===== src/rtl/pc_sel_gen.sv =====
// pc_sel_gen: IF-stage owner of the fetch PC and producer of the next-PC mux select.
// Arbitrates EX and ID redirects and parks a redirect that arrives during a fetch stall.
//
// state | meaning
// BOOT  | first cycle out of reset; pc = RESET_PC, requests ignored
// RUN   | normal fetch; redirects applied on the next edge
// HOLD  | stalled with a redirect parked in pend_*; applied when the stall drops

// Shared 3-input next-PC mux: index 0 = PC_4, 1 = PC_ALU, 2 = PC_TGT.
module mux #(
  parameter int WIDTH = 32
) (
  input  logic [WIDTH-1:0] in0,
  input  logic [WIDTH-1:0] in1,
  input  logic [WIDTH-1:0] in2,
  input  logic [1:0]       sel,
  output logic [WIDTH-1:0] out
);

  // Select one of three sources; unused code 3 falls back to the sequential PC.
  always_comb begin
    out = in0;
    case (sel)
      2'd1:    out = in1;
      2'd2:    out = in2;
      default: out = in0;
    endcase
  end

endmodule

module pc_sel_gen #(
  parameter int                 WIDTH    = 32,
  parameter logic [WIDTH-1:0]   RESET_PC = 32'h0000_2000
) (
  input  logic             clk,
  input  logic             rst,
  input  logic             stall,
  input  logic             ex_redirect,
  input  logic [WIDTH-1:0] ex_alu,
  input  logic             id_jump,
  input  logic [WIDTH-1:0] id_target,
  output logic [WIDTH-1:0] pc,
  output logic             pc_valid,
  output logic [1:0]       pc_sel,
  output logic             flush_ifid
);

  typedef enum logic [1:0] {BOOT, RUN, HOLD} state_t;
  typedef enum logic [1:0] {PC_4 = 2'd0, PC_ALU = 2'd1, PC_TGT = 2'd2} sel_t;

  state_t           state, state_nxt;
  logic [WIDTH-1:0] pc_nxt;
  logic             pc_valid_nxt;
  logic             pend_vld, pend_vld_nxt;
  sel_t             pend_sel, pend_sel_nxt;
  logic [WIDTH-1:0] pend_target, pend_target_nxt;

  logic [WIDTH-1:0] ex_tgt, id_tgt, pc_plus4, mux_out;
  sel_t             arb_sel;

  // Targets are halfword-aligned at minimum; bit 0 is never a valid fetch bit.
  assign ex_tgt   = {ex_alu[WIDTH-1:1], 1'b0};
  assign id_tgt   = {id_target[WIDTH-1:1], 1'b0};
  assign pc_plus4 = pc + WIDTH'(4);

  // EX is the older instruction, so it beats a same-cycle ID jump.
  assign arb_sel = ex_redirect ? PC_ALU : (id_jump ? PC_TGT : PC_4);

  mux #(.WIDTH(WIDTH)) u_mux (
    .in0 (pc_plus4),
    .in1 (ex_tgt),
    .in2 (id_tgt),
    .sel (arb_sel),
    .out (mux_out)
  );

  // Next-state, next-PC, pending-redirect and select/flush decode.
  always_comb begin
    state_nxt       = state;
    pc_nxt          = pc;
    pc_valid_nxt    = pc_valid;
    pend_vld_nxt    = pend_vld;
    pend_sel_nxt    = pend_sel;
    pend_target_nxt = pend_target;
    pc_sel          = PC_4;
    flush_ifid      = 1'b0;

    case (state)
      BOOT: begin
        pc_valid_nxt = 1'b1;
        state_nxt    = RUN;
      end
      RUN: begin
        if (!stall) begin
          pc_sel     = arb_sel;
          flush_ifid = ex_redirect | id_jump;
          pc_nxt     = mux_out;
        end else if (ex_redirect || id_jump) begin
          flush_ifid      = 1'b1;
          pend_vld_nxt    = 1'b1;
          pend_sel_nxt    = arb_sel;
          pend_target_nxt = ex_redirect ? ex_tgt : id_tgt;
          state_nxt       = HOLD;
        end
      end
      HOLD: begin
        if (stall) begin
          if (ex_redirect) begin
            flush_ifid      = 1'b1;
            pend_sel_nxt    = PC_ALU;
            pend_target_nxt = ex_tgt;
          end else if (id_jump && pend_sel != PC_ALU) begin
            flush_ifid      = 1'b1;
            pend_sel_nxt    = PC_TGT;
            pend_target_nxt = id_tgt;
          end
        end else begin
          // A fresh EX redirect is older than anything parked; ID never overrides.
          if (ex_redirect) begin
            pc_sel     = PC_ALU;
            flush_ifid = 1'b1;
            pc_nxt     = ex_tgt;
          end else begin
            pc_sel = pend_sel;
            pc_nxt = pend_target;
          end
          pend_vld_nxt = 1'b0;
          state_nxt    = RUN;
        end
      end
      default: state_nxt = BOOT;
    endcase

    if (rst) begin
      pc_sel     = PC_4;
      flush_ifid = 1'b0;
    end
  end

  // State and fetch PC registers with synchronous reset.
  always_ff @(posedge clk) begin
    if (rst) begin
      state       <= BOOT;
      pc          <= RESET_PC;
      pc_valid    <= 1'b0;
      pend_vld    <= 1'b0;
      pend_sel    <= PC_4;
      pend_target <= '0;
    end else begin
      state       <= state_nxt;
      pc          <= pc_nxt;
      pc_valid    <= pc_valid_nxt;
      pend_vld    <= pend_vld_nxt;
      pend_sel    <= pend_sel_nxt;
      pend_target <= pend_target_nxt;
    end
  end

endmodule

===== config.mk =====
export PLATFORM = sky130hd
export DESIGN_NAME = pc_sel_gen
export DESIGN_NICKNAME = d
export VERILOG_FILES = /design/src/rtl/pc_sel_gen.sv
export SDC_FILE = /design/constraint.sdc
export NUM_CORES = 1
export LEC_CHECK = 0
export CAP_MARGIN = 20
export CORE_MARGIN = 2
export CORE_UTILIZATION = 35
export DETAILED_ROUTE_END_ITERATION = 6
export SYNTH_ARGS = -nofsm -noshare
export SYNTH_HDL_FRONTEND = slang
export SYNTH_SLANG_ARGS = --single-unit

===== constraint.sdc =====
create_clock -name clk -period 6 [get_ports clk]
set_input_delay 0.6 -clock clk [delete_from_list [all_inputs] [get_ports clk]]
set_output_delay 0.6 -clock clk [all_outputs]
set_load 0.01 [all_outputs]

======== Word level (Yosys, flattened, before mapping) ========
Index checks and enable logic that the tools add are counted.
word-level totals
  flip-flop bits (word level) ............. 69
  bits in latches ......................... 0
  RAM bits ................................ 0
  memory bits (read-only) ................. 0
  memories kept ........................... 0
operators by class
  add/sub/neg operators ................... 1
  multipliers ............................. 0
  div/mod/pow operators ................... 0
  magnitude comparators ................... 0
  equality and inequality tests ........... 11
  shift-type cells ........................ 0
  mux-type cells .......................... 37
  bitwise logic cells ..................... 1
  reductions and logical operators ........ 7
operator list
  kind                                            count
  2-to-1 mux 32 bit                               9
  one-hot mux 32 bit (2 select lines)             3
  adder 32 x 3 -> 32 bit (second input constant)  1
  2-to-1 mux 2 bit                                14
  != test 2 bit (second input constant)           5
  one-hot mux 2 bit (2 select lines)              2
  2-to-1 mux 1 bit                                7
  one-hot mux 2 bit (3 select lines)              1
  AND reduction 3 bit                             2
  AND reduction 5 bit                             1
  == test 2 x 1 -> 1 bit (second input constant)  2
  == test 2 bit (second input constant)           2
  != test 3 bit (second input constant)           1
  zero test 2 bit                                 1
  != test 2 x 1 -> 1 bit (second input constant)  1
  one-hot mux 1 bit (2 select lines)              1
  nonzero test 2 bit                              1
  logical AND 1 bit                               1
  logical OR 1 bit                                1
  OR 1 bit                                        1

======== Longest topological paths before layout ========
Gate-level depths: netlist of run 1.
  depth after elaboration ................. 7
  mapped depth ............................ 9
  gate-level depth less buffers ........... 7

======== By module ========
From an unflattened synthesis of run 1, not the netlist that was laid out.
second synthesis, totals
  cells, all modules ...................... 565
  area total of the unflattened synthesis .. 4,778.3 um2
by module, submodules not included
  module      times used  cells each  area each (um2)
  pc_sel_gen  1           452         4,141.5
  mux         1           113         636.9

======== Worst setup path before layout of run 1 ========
No wires, ideal clock.
  kind .................................... register to output
  start ................................... reg state[0]
  end ..................................... out pc_sel[1]
  data arrival time ....................... 1.870 ns
  required time ........................... 5.400 ns
  setup slack ............................. 3.530 ns
  stages on the path, launching flop included .. 8
  buffers on the path ..................... 3
  cell sequence ........................... dfxtp_1 -> inv_1 -> ha_1 -> clkbuf_1 -> clkbuf_1 -> clkbuf_1 -> a22oi_1 -> nor4_1
between the ends
  cells in the longest elaborated chain, start to end .. 3
ends and longest elaborated chain
  what                                                     line  RTL
  start, declared                                          52    state_t state, state_nxt;
  start signal, assigned                                   151   state <= state_nxt;
  == test 2 bit or == test 2 x 1 -> 1 bit (tied branches)  89    case (state)
  one-hot mux 2 bit (2 select lines) (*)                   89
  2-to-1 mux 2 bit (*)                                     135   if (rst) begin
  end, declared                                            45    output logic [1:0] pc_sel,
Every way passes the cells marked *; elsewhere a longest branch is shown, timed or not.

======== Worst setup path in the final report of run 1 ========
  start ................................... reg state[0]
  end ..................................... out pc_sel[0]
Same word-level chain as after synthesis.

==> results of run 1 <==
cell type report:
class	instances	area (um2)	area share
clock inverter	2	35.03	0.006343
sequential	67	1341	0.2429
multi-input combinational	434	2601	0.4710
clock buffer	13	260.3	0.04712
timing repair buffer	112	1084	0.1962
tap	143	178.9	0.03240
inverter	6	22.52	0.004078
tightest hold or removal path: cells and delay by family, from the launching register on:
kind / cells / cell delay, ns
flops: 1 / 0.33
simple gates: 2 / 0.12
registers in the layout (all words and copies together) (netlist names):
register / cells
state: 2
pend_sel: 2
pend_target: 31
pc_valid: 1
pc: 31
power groups by stage:
stage	clock network [uW]	logic, uW	registers (uW)
after floorplan	0	250	573
after global placement	0	404	578
after detailed placement	0	413	581
after CTS	538	414	572
after global routing	555	457	582
final	531	416	574
logic make-up after synthesis:
kind of cell	count (synthesis)	share of synthesized area
AO/OA/AOI/OAI	230	0.3499
AND/OR/NAND/NOR	187	0.2285
flip-flops	67	0.3219
buffers and inverters	61	0.05736
multiplexers	11	0.02643
adder cells (fa/ha/maj)	5	0.01502
other	1	0.0009000
cells in the final DEF, fill, tap and decap left out, types with 4 or more instances in the layout:
| master | netlist | final |
|---|---|---|
| nand4_1 | 11 | 11 |
| o21ai_0 | 57 | 56 |
| buf_4 | 1 | 11 |
| and3_1 | 4 | 4 |
| nand2b_1 | 4 | 4 |
| ha_1 | 5 | 5 |
| nor3b_1 | 4 | 4 |
| mux2i_1 | 11 | 11 |
| nor2_1 | 28 | 26 |
| clkbuf_16 | 0 | 9 |
| inv_1 | 6 | 6 |
| clkdlybuf4s50_1 | 0 | 99 |
| nand2_1 | 75 | 75 |
| a31oi_1 | 12 | 12 |
| a221oi_1 | 5 | 5 |
| and2_1 | 5 | 5 |
| a211oi_1 | 10 | 10 |
| a22oi_1 | 22 | 22 |
| nand3_1 | 14 | 14 |
| o21a_1 | 5 | 5 |
| a21oi_1 | 68 | 68 |
| dfxtp_1 | 67 | 67 |
| o211ai_1 | 4 | 4 |
| a311oi_1 | 25 | 25 |
| nor4_1 | 5 | 5 |
| o22ai_1 | 4 | 4 |
| nor3_1 | 15 | 15 |
worst paths after layout:
check | startpoint | to | depth (start not counted)
worst max register to register | state[0] | pc[24] | 8
worst min-delay path | pc_valid | pc_valid | 2
worst max-delay path | state[0] | pc_sel[0] | 6
worst min register to register | pc_valid | pc_valid | 2
metrics by stage:
step	setup slack (ns)	hold slack [ns]	instances	power, uW	utilization
after global placement	2.634	0.4544	762	981.8	0.4539
final	2.572	0.4798	777	1521	0.4796
after global routing	2.429	0.4964	777	1595	0.4796
after CTS	2.588	0.4857	777	1523	0.4796
after floorplan	3.530	0.4580	562	822.9	-
after detailed placement	2.547	0.4717	762	993.8	0.4539
routing by layer:
layer	wire, um	track usage	vias up
met5	0	0	-
met3	1090	0.03374	20
li1	-	-	2263
met1	6830	0.3467	2267
met2	6358	0.3226	225
met4	247	0.09024	0
==> qor.txt, run 1 <==
Number of flops mapped to enable cells by yosys = 0
Maximum vdd drop = 0.1258 mV
Clock transition at the registers of the reported paths = 0.06 ns
Hold Path Class = reg2reg
Final worst-path cycle share = 0.5713
Slowest Stage Delay on Critical Path = 0.59 ns
Total Routed Length = 14.53 mm
Post-synthesis async set-or-reset flop share = 0
Final setup vio count = 0
Die W = 113.1 um
IO buf count = 101
Proportion of power drawn by the clock network = 0.349
Fin area = 5523 um2
CP endpoint kind = output port
Antenna-violating nets left = 0
Hold buffer count at CTS = 0
R2R setup slack = 3.02 ns
Clk buf depth = 2
Crit path max fanout = 35
CORE AREA = 11520 um2
# clock sinks = 67
Antenna cells = 0
Max-cap violation count = 0
Worst Path Arrival = 2.83 ns
Skew final = 0.004533 ns
Area growth from synthesis to layout = 32.55%
Number of antenna violations at the first check in global routing = 0
Fillers = 1132
Starting Density = 0.3618
Ys Warns = 0
Netlist cell types = 55
RD Place Congestion = 0.8899
Combinational Power Share = 0.273
Syn_nets = 636
CTS Buf Count = 9
Post-CTS Setup Bufs = 0
# IOs = 105
DRC = 4
Avg Synthesized Cell Area = 7.414 um2
Sw frac = 0.3148
Vias in the first global route = 4506
P per Cell Area = 275.4 nW/um2
Overall routing resource usage = 0.2286
Worst Path Required = 5.40 ns
Crit Path Class = reg2out
GRT Residual Overflow = 0
Family with the most delay on the worst path = buffers and inverters
Crit path time final = 3.428 ns
Vias per inst = 6.145
Pins Over Slew Limit = 0
Root buffer cell = clkbuf_16
H-tree level count = 3
Failing checks = design-rule violations
Most frequent cell after synthesis = nand2_1
Worst Path Buf+Inv = 3
Layout cells sized above 1 = 0.06782
Wire length per cell = 18.70 um
Seq/Total Area, Yosys = 0.3219
Detailed placement HPWL = 9.816 mm
Worst-skew pair later-pin latency = 0.33 ns
# resized after CTS = 0
Worst Tran Pin Value = 1.058 ns
Switching power of the nets = 478.9 uW
Crit path launch type = flop
Die height = 113.1 um
Die Footprint = 12790 um2
Outcome = finished with violations
Register share of total power = 0.378
Internal = 1042 uW
Placed Area = 5228 um2
Ranking of synthesized cells by area = dfxtp_1 (32%), a21oi_1 (8.2%), o21ai_0 (6.8%)
First DRT Iteration DRCs = 409
Crit path cell chain = inv_1 -> ha_1 -> buf_4 -> a31oi_1 -> nor3_1 -> clkdlybuf4s50_1
Slowest cell on crit path = ha_1
Drt first pass iters = 7
Area leader, netlist = dfxtp_1
RSZ-0062 raised after global routing = no
Post-Syn Area = 4166 um2
CTS tree = done
Yosys top cell area share = 0.3219
Top cells by count, synth = nand2_1 (75), a21oi_1 (68), dfxtp_1 (67)
Slew HR = 0.2944
Register bit total from synthesis = 67
Fin nets = 704
# rows = 39
Count of mapped cells out of synthesis = 562
Largest net degree at the start of global routing = 75
Total negative setup slack = 0 ns
Via count = 4775
Post-synth top flop = dfxtp_1
Fmax = 291.7 MHz
Final hold vios = 0
First-pass GRT wire length = 23.58 mm
Static leakage = 0.001880 uW
No activity file was read; power rests on OpenSTA's default activity.
==> inputs of run 2 (changes only) <==
==> constraint.sdc (replaced) <==
create_clock -name clk -period 2.9 [get_ports clk]
set_input_delay 0.29 -clock clk [delete_from_list [all_inputs] [get_ports clk]]
set_output_delay 0.29 -clock clk [all_outputs]
set_load 0.01 [all_outputs]
==> run 2 against run 1 <==
Net effect: the flow still finishes with violations (design-rule violations); wire length about the same; non-clock buffer count up 6; utilization about the same; count of clock-buffer cells in the layout unchanged; worst setup slack worse by 2.1 ns; power up 99%; clock skew about the same; largest power group unchanged; highest routed layer unchanged.
==> qor.txt, run 2 (synthesized netlist as in run 1, its figures left out) <==
Clk buf depth = 2
# IOs = 105
Overall routing resource usage = 0.2269
RSZ-0062 raised after global routing = no
Area growth from synthesis to layout = 32.67%
Most used routing layer = met1
CTS tree = done
Fin worst setup slack = 0.4393 ns
Total power = 3025 uW
# clock sinks = 67
IO buf count = 101
Detailed placement HPWL = 10.06 mm
Vias per inst = 6.078
Most frequent cells in the layout = clkdlybuf4s50_1 (99), nand2_1 (75), a21oi_1 (68), dfxtp_1 (67), o21ai_0 (56)
CP endpoint kind = output port
Biggest regs = pc x31, pend_target x31
Root buffer cell = clkbuf_16
Antenna cells = 0
Commonest non-fill, non-tap cell in the layout = clkdlybuf4s50_1
Final worst-path cycle share = 0.8485
First-pass GRT wire length = 23.18 mm
Crit path time final = 2.461 ns
P per Cell Area = 547.3 nW/um2
DRC = 4
GRT Residual Overflow = 0
Maximum vdd drop = 0.2912 mV
Clock transition at the registers of the reported paths = 0.05 ns
Die height = 113.1 um
Slew HR = 0.4671
Via count = 4765
Skew final = 0.004542 ns
M1 GR Usage = 0.3464
Met3 Track Usage GR = 0.04124
Crit path max fanout = 12
Total negative setup slack = 0 ns
CTS Buf Count = 9
Starting Density = 0.3618
First DRT Iteration DRCs = 420
CORE AREA = 11520 um2
Layout cells sized above 1 = 0.07488
Fmax = 406.4 MHz
Die W = 113.1 um
Failing checks = design-rule violations
Vias in the first global route = 4289
Die Footprint = 12790 um2
Largest net degree at the start of global routing = 71
Pins Over Slew Limit = 0
Fillers = 1174
RD Place Congestion = 0.8778
Fin nets = 710
Pre-CTS WS = 0.4445 ns
Antenna-violating nets left = 0
Wire length per cell = 18.54 um
Grt met2 use = 0.3261
Final setup vio count = 0
Static leakage = 0.001891 uW
Crit path launch type = flop
Hold buffer count at CTS = 0
Worst Path Arrival = 2.17 ns
Drt first pass iters = 7
Outcome = finished with violations
H-tree level count = 3
Crit Path Class = reg2out
Max-cap violation count = 0
Worst Path Required = 2.61 ns
Final hold vios = 0
Core Util, Final = 0.4800
# resized after CTS = 0
Worst Tran Pin Value = 0.7994 ns
Number of antenna violations at the first check in global routing = 0
R2R setup slack = 0.52 ns
Hold Path Class = in2reg
# rows = 39
Post-CTS Setup Bufs = 0
Total Routed Length = 14.53 mm
Worst-skew pair later-pin latency = 0.33 ns
[run 2: cell types whose count changed in the layout (fill, tap and decap cells not counted)]
cell | previous run | this run
clkbuf_8 | 2 | 0
clkbuf_1 | 2 | 4
buf_4 | 11 | 17
bufinv_16 | 1 | 0
clkinv_2 | 1 | 3
[run 2: cell type report]
class / instances / area [um2] / share of cell area
Clock inverter: 3 / 15.01 / 0.002716
Inverter: 6 / 22.52 / 0.004074
Multi-Input combinational cell: 434 / 2601 / 0.4706
Timing Repair Buffer: 118 / 1129 / 0.2042
Sequential cell: 67 / 1341 / 0.2426
Tap cell: 143 / 178.9 / 0.03237
Clock buffer: 13 / 240.2 / 0.04346
[run 2: final timing paths]
| kind | from | endpoint | cells past startpoint |
|---|---|---|---|
| hold / removal | ex_redirect | pend_target[11] | 3 |
| setup / recovery | state[0] | pc_sel[0] | 5 |
| hold reg to reg | pc_valid | pc_valid | 2 |
| setup reg to reg | pc[2] | pc[24] | 6 |
[run 2: through the flow]
stage	hold WS [ns]	instances	cell area, um2
after global routing	0.4974	784	5528
after CTS	0.4540	784	5528
final	0.4549	784	5528
after detailed placement	0.4928	768	5273
after floorplan	0.4580	562	4167
after global placement	0.4552	768	5273
[run 2: routing by layer]
| layer | wire [um] | up-vias | share of wire |
|---|---|---|---|
| met5 | 0 | - | 0 |
| met4 | 189 | 0 | 0.013 |
| met3 | 1096 | 16 | 0.075 |
| met2 | 6272 | 210 | 0.43 |
| met1 | 6975 | 2259 | 0.48 |
| li1 | - | 2280 | - |
[run 2: power by group]
group	internal [uW]	switching (uW)
clock network	575	394
registers	1070	118
logic	388	481
[run 2: worst max-delay path, stage by stage, from the launching register on]
cell and delay, ns:
dfxtp_1 0.33, inv_1 0.11, ha_1 0.45, a31oi_1 0.15
nor3_1 0.22, clkdlybuf4s50_1 0.57
